## config.mk

```make
export PLATFORM = sky130hd
export DESIGN_NAME = pipe_hazard_ctrl
export DESIGN_NICKNAME = d
export VERILOG_FILES = /design/src/rtl/pipe_hazard_ctrl.sv
export SDC_FILE = /design/constraint.sdc
export NUM_CORES = 1
export LEC_CHECK = 0
export ABC_AREA = 1
export CELL_PAD_IN_SITES_DETAIL_PLACEMENT = 1
export CELL_PAD_IN_SITES_GLOBAL_PLACEMENT = 1
export CORE_ASPECT_RATIO = 0.9
export CORE_MARGIN = 4
export CORE_UTILIZATION = 38
export CTS_CLUSTER_DIAMETER = 100
export DETAILED_ROUTE_END_ITERATION = 6
export PLACE_DENSITY_LB_ADDON = 0.1
export SLEW_MARGIN = 20
export SYNTH_ARGS = -nofsm -noshare
export SYNTH_HDL_FRONTEND = slang
export SYNTH_SLANG_ARGS = --single-unit
```

## constraint.sdc

```tcl
create_clock -name clk -period 4.4 [get_ports clk]
set_clock_uncertainty 0.1 [all_clocks]
set_input_delay 1.32 -clock clk [delete_from_list [all_inputs] [get_ports clk]]
set_output_delay 1.32 -clock clk [all_outputs]
set_load 0.01 [all_outputs]
```

## src/rtl/pipe_hazard_ctrl.sv

```systemverilog
// Central stall/flush controller for the 5-stage in-order pipeline: scoreboard-based
// RAW/WAW interlock, data-memory wait sequencing, branch flush and stall statistics.
module pipe_hazard_ctrl #(
  parameter int NREGS       = 32,
  parameter int MEM_TIMEOUT = 64,
  parameter int CNT_W       = 32
) (
  input  logic             clk,
  input  logic             resetn,
  input  logic             of_valid,
  input  logic [4:0]       of_rs1,
  input  logic [4:0]       of_rs2,
  input  logic             of_rs1_used,
  input  logic             of_rs2_used,
  input  logic [4:0]       of_rd,
  input  logic             of_rd_wr,
  input  logic             ex_branch_taken,
  input  logic             mem_req,
  input  logic             mem_ready,
  input  logic             wb_valid,
  input  logic             wb_rd_wr,
  input  logic [4:0]       wb_rd,
  output logic             stall_front,
  output logic             stall_back,
  output logic             bubble_ofex,
  output logic             bubble_memwb,
  output logic             flush_ifof,
  output logic             flush_ofex,
  output logic             issue,
  output logic [NREGS-1:0] scoreboard,
  output logic             mem_timeout,
  output logic [CNT_W-1:0] stall_cnt,
  output logic [CNT_W-1:0] flush_cnt
);

  localparam logic [0:0] ST_RUN      = 1'b0;
  localparam logic [0:0] ST_MEM_WAIT = 1'b1;

  localparam int              WC_W     = $clog2(MEM_TIMEOUT + 1);
  localparam logic [WC_W-1:0] WC_MAX   = WC_W'(MEM_TIMEOUT);
  localparam logic [WC_W-1:0] WC_ONE   = WC_W'(1);
  localparam logic [CNT_W-1:0] CNT_ONE = CNT_W'(1);
  localparam logic [NREGS-1:0] ONE_HOT0 = NREGS'(1);

  logic [0:0]       state_r, state_next_s;
  logic [WC_W-1:0]  wait_cnt_r, wait_cnt_next_s;
  logic             mem_timeout_r;
  logic [NREGS-1:0] sb_r, sb_next_s, sb_eff_s, wb_clr_s, of_set_s;
  logic [CNT_W-1:0] stall_cnt_r, flush_cnt_r;
  logic             mem_stall_s, flush_s, raw_s, waw_s, hazard_s, issue_s;
  logic             wb_fire_s, stall_front_s;

  // A register retiring in WB this cycle is already visible through the write-through regfile.
  assign wb_fire_s = wb_valid & wb_rd_wr & (wb_rd != 5'd0);
  assign wb_clr_s  = wb_fire_s ? (ONE_HOT0 << wb_rd) : {NREGS{1'b0}};
  assign sb_eff_s  = sb_r & ~wb_clr_s;

  assign raw_s = (of_rs1_used & (of_rs1 != 5'd0) & sb_eff_s[of_rs1]) |
                 (of_rs2_used & (of_rs2 != 5'd0) & sb_eff_s[of_rs2]);
  assign waw_s = of_rd_wr & (of_rd != 5'd0) & sb_eff_s[of_rd];

  assign flush_s       = ~mem_stall_s & ex_branch_taken;
  assign hazard_s      = of_valid & ~mem_stall_s & ~flush_s & (raw_s | waw_s);
  assign issue_s       = of_valid & ~mem_stall_s & ~flush_s & ~(raw_s | waw_s);
  assign stall_front_s = mem_stall_s | hazard_s;

  assign of_set_s  = (issue_s & of_rd_wr & (of_rd != 5'd0)) ? (ONE_HOT0 << of_rd) : {NREGS{1'b0}};
  assign sb_next_s = (sb_r & ~wb_clr_s) | of_set_s;

  // Memory-wait FSM next state and stall decode.
  always_comb begin
    state_next_s = state_r;
    mem_stall_s  = 1'b0;
    case (state_r)
      ST_RUN: begin
        if (mem_req && !mem_ready) begin
          mem_stall_s  = 1'b1;
          state_next_s = ST_MEM_WAIT;
        end else begin
          state_next_s = ST_RUN;
        end
      end
      ST_MEM_WAIT: begin
        if (mem_ready) begin
          state_next_s = ST_RUN;
        end else begin
          mem_stall_s  = 1'b1;
          state_next_s = ST_MEM_WAIT;
        end
      end
      default: begin
        state_next_s = ST_RUN;
      end
    endcase
  end

  // Wait counter saturates at the timeout so the sticky flag cannot be missed by wrap-around.
  always_comb begin
    wait_cnt_next_s = {WC_W{1'b0}};
    if ((state_r == ST_MEM_WAIT) && !mem_ready) begin
      if (wait_cnt_r == WC_MAX) begin
        wait_cnt_next_s = wait_cnt_r;
      end else begin
        wait_cnt_next_s = wait_cnt_r + WC_ONE;
      end
    end else begin
      wait_cnt_next_s = {WC_W{1'b0}};
    end
  end

  // Control outputs are forced low while reset is asserted.
  always_comb begin
    stall_front  = 1'b0;
    stall_back   = 1'b0;
    bubble_ofex  = 1'b0;
    bubble_memwb = 1'b0;
    flush_ifof   = 1'b0;
    flush_ofex   = 1'b0;
    issue        = 1'b0;
    if (resetn) begin
      stall_front  = stall_front_s;
      stall_back   = mem_stall_s;
      bubble_ofex  = hazard_s;
      bubble_memwb = mem_stall_s;
      flush_ifof   = flush_s;
      flush_ofex   = flush_s;
      issue        = issue_s;
    end else begin
      issue        = 1'b0;
    end
  end

  // State, scoreboard, timeout flag and performance counters.
  always_ff @(posedge clk or negedge resetn) begin
    if (!resetn) begin
      state_r       <= ST_RUN;
      wait_cnt_r    <= {WC_W{1'b0}};
      mem_timeout_r <= 1'b0;
      sb_r          <= {NREGS{1'b0}};
      stall_cnt_r   <= {CNT_W{1'b0}};
      flush_cnt_r   <= {CNT_W{1'b0}};
    end else begin
      state_r    <= state_next_s;
      wait_cnt_r <= wait_cnt_next_s;
      sb_r       <= sb_next_s;
      if ((state_r == ST_MEM_WAIT) && (wait_cnt_next_s == WC_MAX)) begin
        mem_timeout_r <= 1'b1;
      end
      if (stall_front_s) begin
        stall_cnt_r <= stall_cnt_r + CNT_ONE;
      end
      if (flush_s) begin
        flush_cnt_r <= flush_cnt_r + CNT_ONE;
      end
    end
  end

  assign scoreboard  = sb_r;
  assign mem_timeout = mem_timeout_r;
  assign stall_cnt   = stall_cnt_r;
  assign flush_cnt   = flush_cnt_r;

endmodule
```

* Word-level counts from Yosys, hierarchy flattened
Cells that the tools add are included.
** Storage, ports and cells
- Flip-flop bits (word level) :: 105
- Bits of input ports :: 31
- Output and inout bits :: 104
- Word-level logic and storage cells :: 67
** Operators by class
- Add/subtract/negate cells :: 3
- Order comparisons :: 3
- Equality and inequality tests :: 2
- Shift-type cells :: 2
- Muxes and demuxes :: 18
- Bitwise gates (word level) :: 25
- Reductions and logical operators :: 8
** Operator list (count)
- $add 32x1->32 const B :: 2
- $mux 32 :: 2
- $shl 1x5->32 const A :: 2
- $and 32x32->32 :: 1
- $not 32->32 :: 1
- $or 32x32->32 :: 1
- $reduce_bool 5->1 :: 4
- $lt 5x6->1 const B :: 3
- $and 1x1->1 :: 15
- $bmux 1 s5 :: 3
- $eq 7x7->1 const B :: 2
- $mux 7 :: 2
- $mux 1 :: 10
- $add 7x1->7 const B :: 1
- $not 1->1 :: 4
- $logic_and 1x1->1 :: 3
- $or 1x1->1 :: 3
- $pmux 1 s2 :: 1
- $logic_not 1->1 :: 1

* Depth between registers and ports, before layout
- Depth in word-level cells :: 16
- Gate-level depth with buffers :: 20
- Depth with buffers taken out :: 18

* Worst setup path after synthesis
OpenSTA, ideal clock, no wires.
- Path kind :: input -> output
- From :: input port wb_rd[3]
- To :: output port stall_front
- Arrival :: 2929 ps
- Required time :: 2980 ps
- Slack :: 51 ps
- Cell stages on the path :: 15
- Path buffers :: 2
- Cells stage by stage :: buf_4 -> nor2_1 -> nand3_1 -> nand3_1 -> nand2_1 -> nand2_1 -> nand3_1 -> a21oi_1 -> nand2_1 -> nand3_1 -> nand3_2 -> nand3_2 -> nand2_4 -> buf_4 -> a21oi_1
** On the way
- Longest elaborated chain between the ends :: 13
- Elaborated cells on any way between the ends :: 20
- Those cells by class :: 1 x shift; 8 x mux; 10 x bitwise; 1 x reduce/logical
** Ends and longest elaborated chain
- from (decl) :: RTL line 22 : input logic [4:0] wb_rd,
- $reduce_bool 5->1 :: RTL line 54 : assign wb_fire_s = wb_valid & wb_rd_wr & (wb_rd != 5'd0);
- $and 1x1->1 :: RTL line 54
- $mux 32 * :: RTL line 55 : assign wb_clr_s = wb_fire_s ? (ONE_HOT0 << wb_rd) : {NREGS{1'b0}};
- $not 32->32 * :: RTL line 56 : assign sb_eff_s = sb_r & ~wb_clr_s;
- $and 32x32->32 * :: RTL line 56
- $bmux 1 s5, on equally long branches :: RTL line 58, 59
- $mux 1, on equally long branches :: RTL line 58, 59
- $and 1x1->1, on equally long branches :: RTL line 58, 59
- $or 1x1->1 :: RTL line 58 : assign raw_s = (of_rs1_used & (of_rs1 != 5'd0) & sb_eff_s[of_rs1]) |
- $or 1x1->1 * :: RTL line 63 : assign hazard_s = of_valid & ~mem_stall_s & ~flush_s & (raw_s | waw_s);
- $and 1x1->1 * :: RTL line 63
- $or 1x1->1 * :: RTL line 65 : assign stall_front_s = mem_stall_s | hazard_s;
- $mux 1 * :: RTL line 120 : if (resetn) begin
- to (decl) :: RTL line 23 : output logic stall_front,
Every way passes the cells marked *; elsewhere a longest branch is shown, timed or not. The select of a mux whose other input is x is not followed.

* Worst setup path after layout
- From :: input port wb_rd[4]
- To :: output port issue
** On the way
- Longest elaborated chain between the ends :: 13
- Elaborated cells on any way between the ends :: 20
- Those cells by class :: 1 x shift; 8 x mux; 10 x bitwise; 1 x reduce/logical
** Ends and longest elaborated chain
- $reduce_bool 5->1 :: RTL line 54
- $and 1x1->1 :: RTL line 54
- $mux 32 * :: RTL line 55
- $not 32->32 * :: RTL line 56
- $and 32x32->32 * :: RTL line 56
- $bmux 1 s5, on equally long branches :: RTL line 58, 59
- $mux 1, on equally long branches :: RTL line 58, 59
- $and 1x1->1, on equally long branches :: RTL line 58, 59
- $or 1x1->1 :: RTL line 58
- $or 1x1->1 * :: RTL line 64 : assign issue_s = of_valid & ~mem_stall_s & ~flush_s & ~(raw_s | waw_s);
- $not 1->1 * :: RTL line 64
- $and 1x1->1 * :: RTL line 64
- $mux 1 * :: RTL line 120
- to (decl) :: RTL line 29 : output logic issue,
Marked as above.

==> flow_summary.yaml <==
yosys:
  synth-compound-area-share_pct: 2.51
  yosysMostFrequentCell: "nand2_1"
  synth.area.mux_share_pct: 0.163
  synth_fp_nets: 1014
  synthFlopType: "dfrtp_1"
  synth_top_family_by_area: "simple AND/OR/NAND/NOR gates"
  ys_warn_count: 0
  yosysSeqAreaShare_pct: 38.1
  synth_commonest_cells: "nand2_1 (303), nand3_1 (156), dfrtp_1 (105), nor2_1 (89), inv_1 (69)"
  synth_edf_count: 0
  synth_cells: 979
  postSynthAreaPerCell_um2: 7.04
  synth_cell_type_count: 37
  ys_ff_latch: 105
  synth-simple-area-share_pct: 43.3
  synth_top_area_share_pct: 38.1
  synthXorXnorAreaFrac_pct: 8.13
  synth_fa_ha_area_share_pct: 0.726
  synthArstFlopShare_pct: 100
  synth_area_leader_cell: "dfrtp_1"
  syn-cell-area_um2: 6890
  synth_area_leaders: "dfrtp_1 (38%), nand2_1 (17%), nand3_1 (11%), xor2_1 (5.5%), nor2_1 (4.8%)"
clocking:
  clk-insertion-delay-late_ns: 0.37
  root_buffer: "clkbuf_16"
  htree_num_levels: 3
  numCtsBuffers: 9
  clkTransAtPathRegs_ns: 0.08
  cts_sinks: 105
  clk_path_buf_depth: 2
  postCtsHoldBufs: 0
  cts_tree: "built"
setup_path:
  critPathKind: "in -> out"
  max_stage_delay_ns: 0.27
  r2r-end: "scoreboard[3]"
  worstSetupEndpointType: "output pin"
  r2r_setup_slack_ns: 0.97
  cp.required_ns: 2.98
  path_common_cell: "nand2_1"
  cp_slowest_cell: "nand4_1"
  setup.worst_path.start_class: "primary input"
  crit_fanout: 4
  crit_end: "issue"
  crit_start: "wb_rd[4]"
  r2r-start: "scoreboard[3]"
  ff2ff_path_depth: 25
  path_cells: "buf_8 > buf_6 > nor2_4 > nand4_1 > nand2_2 > buf_4 > nand2_1 > nand2_1 > inv_1 > nand2_1 > nand2_1 > nand2_1 > nand3_2 > nand3_4 > nand2_2 > nor2_4 > nand2_2 > nor2_1 > buf_2"
  arrival_ns: 3.28
hold_path:
  worst_hold_startpoint: "mem_timeout"
  hold_class: "reg -> reg"
timing:
  fmax_ghz: 0.213
  worst_pin_slew_ns: 0.805
  rsz0062_at_grt: "yes"
  setup_viol: 4
  setup_ws_ns: -0.300
  maxSlewViolCount: 0
  fin_crit_sh_pct: 107
  fin_crit_ns: 4.70
  max_slew_margin_pct: 46.4
  hold_viol: 0
finish:
  stdcell_area_um2: 10000
  area_delta_synth_final_pct: 45.7
  nets: 1256
  fin_cells: 1466
  drive_above_1_share_pct: 21.7
  diodes: 0
  fin_util_pct: 56.6
routing:
  drtIter0Drc: 584
  viasPerCell: 5.43
  drc: 0
  vias: 7954
  drtPass1Iterations: 5
  finalWirelength_mm: 28.7
  postRouteAntennaNets: 0
  routedWlPerCell_um: 19.6
pwr:
  ir_worst_vdd_mv: 0.196
  p_total_w: 0.00274
  p_per_area_nw_per_um2: 273
  p_leak_nw: 4.83
place:
  io_buffers: 134
  place_inst: 1413
  dp_hpwl_mm: 20.6
  place.gp.congestion: 0.948
  dpl_cell_area_um2: 9090
floorplanning:
  die_w_um: 150
  chipHeight_um: 136
  io_pins: 135
  dieArea_um2: 20400
  row_count: 46
  core-area_um2: 17700
  start_util_pct: 38.9
grt:
  gr-total-overflow: 0
  grt_util_all_layers_pct: 28.3
  first_global_vias: 8196
  grt_pass1_wl_mm: 45.1
  grt_max_degree: 60
  antenna_found_initial: 0
outcome:
  run_status: "complete, but fails checks"
  violations: "setup timing"
job:
  cap_violations: 0
==> layout by cell type (no fill, tap or decap), types with 2 or more instances in the layout <==
master | netlist | routed
nand2_4 | 2 | 4
inv_1 | 69 | 59
buf_12 | 0 | 4
o21ai_0 | 9 | 7
nor2_1 | 89 | 76
nand4_1 | 48 | 48
a21oi_2 | 0 | 4
nor2_4 | 2 | 12
xor2_1 | 43 | 43
clkinv_2 | 0 | 2
nor4_1 | 12 | 12
o211ai_1 | 2 | 2
nand3_1 | 156 | 144
nand2_1 | 303 | 266
clkdlybuf4s50_1 | 0 | 115
xnor2_1 | 21 | 21
nor2_2 | 7 | 10
inv_8 | 0 | 2
dfrtp_1 | 105 | 105
nor3_1 | 32 | 31
nand3_2 | 3 | 10
dlygate4sd2_1 | 0 | 7
nand2_2 | 3 | 38
buf_2 | 3 | 6
a21oi_1 | 15 | 11
buf_4 | 6 | 112
inv_2 | 3 | 11
clkbuf_16 | 0 | 9
nand3_4 | 0 | 5
nor3_4 | 1 | 2
ha_1 | 4 | 4
inv_6 | 0 | 3
and3_1 | 2 | 2
buf_6 | 6 | 21
==> state kept, by name, indices dropped and copies added (netlist names) <==
signal and cells:
mem_timeout 1, scoreboard 32, flush_cnt 32, state_r 1, stall_cnt 32, wait_cnt_r 7
==> logic make-up (layout without fill, tap and decap cells) <==
kind of cell | Yosys count | count (layout)
AOI/OAI and AO/OA | 31 | 31
xor gates and xnor gates | 64 | 64
adders and majority gates | 4 | 4
buffers and inverters | 111 | 358
DFF | 105 | 105
muxes | 1 | 1
and+or+nand+nor | 663 | 663
==> critical path: cells and delay by family <==
| family | cells | cell delay, ns |
|---|---|---|
| AND/OR/NAND/NOR | 14 | 1.43 |
| buffers and inverters | 5 | 0.53 |
==> per-stage QoR <==
step           TNS [ns]  setup WS (ns)  hold WS (ns)
2_1_floorplan         0         0.0515         0.393
3_3_place_gp      -3.32          -1.13         0.339
3_5_place_dp      -3.43          -1.16         0.351
4_1_cts          -0.471         -0.184         0.369
5_1_grt           -1.19         -0.391         0.392
6_report         -0.805         -0.300         0.364
==> how the worst min path moves through the flow <==
| stage | cells past startpoint | endpoint | slack [ns] |
|---|---|---|---|
| detailed placement | 1 | mem_timeout | 0.35 |
| floorplan | 1 | mem_timeout | 0.39 |
| CTS | 1 | mem_timeout | 0.37 |
| global placement | 1 | mem_timeout | 0.34 |
| finish | 1 | mem_timeout | 0.36 |
| global route | 0 | scoreboard[0] | 0.39 |
==> layer usage <==
layer	vias to the layer above	routed length, µm	global-route usage, %
li1	3704	-	-
met3	63	1700	5.15
met4	0	972	9.81
met5	-	0	0
met1	3901	11900	35.9
met2	286	14100	48.6
==> cell type report <==
cell class	count	area (µm²)
inverters	75	292
repair buffers	267	2430
multi-input cells	763	4100
fillers	2258	7690
clock inverters	7	72.6
clock buffers	9	225
flip-flops and latches	105	2630
well taps	240	300
==> where the power goes <==
| group | total [W] | switching, W | leakage [nW] | internal (W) |
|---|---|---|---|---|
| Sequential | 0.00114 | 0.000105 | 1.41 | 0.00104 |
| Combinational | 0.000776 | 0.000413 | 3.27 | 0.000363 |
| Clock | 0.000825 | 0.000422 | 0.143 | 0.000403 |
==> what timing repair did <==
item,CTS,global route
endpoints found under the setup margin,3,5
buffers inserted,34,4
gates resized for setup,163,20
pin swaps,35,14
(Power assumes the default switching activity.)
==> variant: new RTL, same flow settings <==
Change the parameter `NREGS` from 32 to 64.
--- a/src/rtl/pipe_hazard_ctrl.sv
+++ b/src/rtl/pipe_hazard_ctrl.sv
@@ -2,5 +2,5 @@
 // RAW/WAW interlock, data-memory wait sequencing, branch flush and stall statistics.
 module pipe_hazard_ctrl #(
-  parameter int NREGS       = 32,
+  parameter int NREGS       = 64,
   parameter int MEM_TIMEOUT = 64,
   parameter int CNT_W       = 32
Interface: changed (resized scoreboard); port bits go from 135 to 167. No check against the original RTL was run, so the function may have changed too.
==> variant against the original RTL <==
Routed wire length down 0.63%. Die area is 4.1% higher. Count of clock-buffer cells in the layout up 1. The flow still finishes with violations (setup timing). Highest routed layer unchanged. Sequential cell count stayed put. Synthesized area rose by 4.3%. Setup slack better by 210 ps. Final area increased by 4.0%. Power is 4.2% higher.
==> variant: results (changes against the original RTL) <==
[finish]
nFillCells=2295  ; was 2258
antenna_cell_count=0  ; unchanged
final_net_count=1294  ; was 1256
post_route_cells_drive_above_1_share_pct=24.8  ; was 21.7%

[critical_path]
crit_path_max_fanout=6  ; was 4
worst_path_largest_cell_delay_ps=170  ; was 270 ps
setup.worst_path.start=wb_rd[1]  ; was wb_rd[4]
critical_path_top_delay_cell=sky130_fd_sc_hd__nor2_1  ; was sky130_fd_sc_hd__nand4_1
reg2regPathDepth=11  ; was 25
reg2reg_setup_slack_ps=1730  ; was 970 ps
worst_r2r_startpoint=stall_cnt[0]  ; was scoreboard[3]
critical_path.reg2reg.endpoint=stall_cnt[30]  ; was scoreboard[3]
cp.arrival_ps=3070  ; was 3280 ps
worstSetupEndpoint=issue  ; unchanged

[run_status]
run_status=complete, but fails checks  ; unchanged
violations=setup timing  ; unchanged

[timing]
setup_viol=3  ; was 4
tightestPinTransition_ps=798  ; was 805 ps
finalSetupTns_ps=-156  ; was -805 ps
setup_ws_ps=-91.7  ; was -300 ps

[power_and_ir_drop]
leakagePower_nw=5.08  ; was 4.83 nW
ir_worst_vdd_mv=0.209  ; was 0.196 mV

[detailed_routing]
initialDrtViolationCount=508  ; was 584
drt-vias-per-instance=5.24  ; was 5.43
dr.pass1.iters=4  ; was 5
detail_route.wl_per_cell_um=18.9  ; was 19.6 um

[clock_tree]
clkTransAtPathRegs_ps=80  ; about the same
clockBufferDepth=2  ; unchanged
cts_max_level=3  ; unchanged
clk_root_buffer_cell=sky130_fd_sc_hd__clkbuf_16  ; unchanged
worstSkewPairLatency_ps=370  ; about the same

[placed_design]
globalplace.congestion=0.962  ; was 0.948
dp_hpwl_mm=20.5  ; was 20.6 mm
placed_area_um2=9280  ; was 9090 um^2

[synthesis]
synthTopCellsByCount=sky130_fd_sc_hd__nand2_1, sky130_fd_sc_hd__nand3_1, sky130_fd_sc_hd__dfrtp_1, sky130_fd_sc_hd__nor2_1, sky130_fd_sc_hd__inv_1  ; unchanged
synth-seq-area-share_pct=36.5  ; was 38.1%
share_of_async_settable_or_async_resettable_flops_after_synthesis_pct=100  ; unchanged
leading_post_synthesis_cells_by_cell_area=sky130_fd_sc_hd__dfrtp_1, sky130_fd_sc_hd__nand2_1, sky130_fd_sc_hd__nand3_1  ; unchanged
synth.lib_cells_used.distinct=38  ; was 37

[grt]
grt_max_degree=60  ; unchanged
via_count_of_the_first_global_routing_pass=8338  ; was 8196
grt_first_pass_wirelength_mm=44.9  ; was 45.1 mm
global_route.usage.total_pct=25.9  ; was 28.3%

[flow_run]
cap_violations=0  ; unchanged

[hold_path]
hold_class=flip-flop to flip-flop  ; unchanged

variant: cell count changes in the layout (fill, tap and decap cells not counted), sizes merged, moves of 3 or more:
| cell | before | now |
|---|---|---|
| dlygate4sd2 | 7 | 2 |
| conb | 0 | 32 |
| buf | 144 | 141 |
| or2 | 1 | 6 |
| inv | 76 | 83 |
| nand4 | 48 | 43 |
| clkbuf | 9 | 12 |
| nand2 | 308 | 316 |
| nand3 | 159 | 156 |
variant: how the worst min path moves through the flow:
| stage | slack (ps) | depth (start not counted) | start | endpoint |
|---|---|---|---|---|
| detailed placement | 380 | 0 | scoreboard[0] | scoreboard[0] |
| CTS | 400 | 1 | flush_cnt[30] | flush_cnt[30] |
| global route | 420 | 1 | flush_cnt[21] | flush_cnt[21] |
| finish | 390 | 1 | flush_cnt[21] | flush_cnt[21] |
| floorplan | 400 | 1 | mem_timeout | mem_timeout |
| global placement | 350 | 1 | mem_timeout | mem_timeout |
variant: layout make-up:
cell class / count / area [um^2] / area share (%)
tap: 245 / 307 / 2.93
sequential: 105 / 2630 / 25.1
timing repair buffer: 263 / 2380 / 22.8
inverter: 82 / 343 / 3.28
clock inverter: 6 / 83.8 / 0.802
multi-input combinational: 798 / 4470 / 42.8
clock buffer: 10 / 229 / 2.19
variant: kinds of logic (layout without fill, tap and decap cells):
family          after synthesis  count (layout)  synth area share, %
flops                       105             105                 36.5
fa+ha+maj                     4               4                0.696
other cells                   1              32               0.0522
mux                           1               1                0.157
compound gates               28              28                 2.21
xor+xnor                     62              62                 7.55
simple gates                671             671                 42.3
buf+inv                     150             361                 10.5
variant: routing by layer:
| layer | vias to the layer above | routed length, um | GRT usage [%] |
|---|---|---|---|
| li1 | 3733 | - | - |
| met1 | 3853 | 13000 | 36.2 |
| met2 | 272 | 13300 | 41.4 |
| met3 | 43 | 1490 | 4.03 |
| met4 | 0 | 702 | 8.06 |
| met5 | - | 0 | 0 |
variant: per-stage QoR:
stage	util [%]	setup WS, ps	cells
floorplan	-	116	1053
global placement	50.3	-1080	1464
detailed placement	50.3	-1130	1464
CTS	55.0	-43.5	1504
global route	56.6	-203	1509
finish	56.6	-91.7	1509
variant: repair_timing:
action,in CTS,in global routing
pin swaps,42,51
resized for setup,193,75
setup endpoints to repair,5,7
endpoints found under the hold margin,0,0
setup buffers,25,5
variant: critical path: cells and delay by family:
family	cells	cell delay [ps]
AND/OR/NAND/NOR	15	1360
buffers and inverters	4	380
variant: power by group:
part / leakage [nW] / switching (mW) / internal, mW
Clock: 0.153 / 0.426 / 0.458
Sequential: 1.42 / 0.114 / 1.04
Combinational: 3.50 / 0.444 / 0.374
Total: 5.08 / 0.984 / 1.87
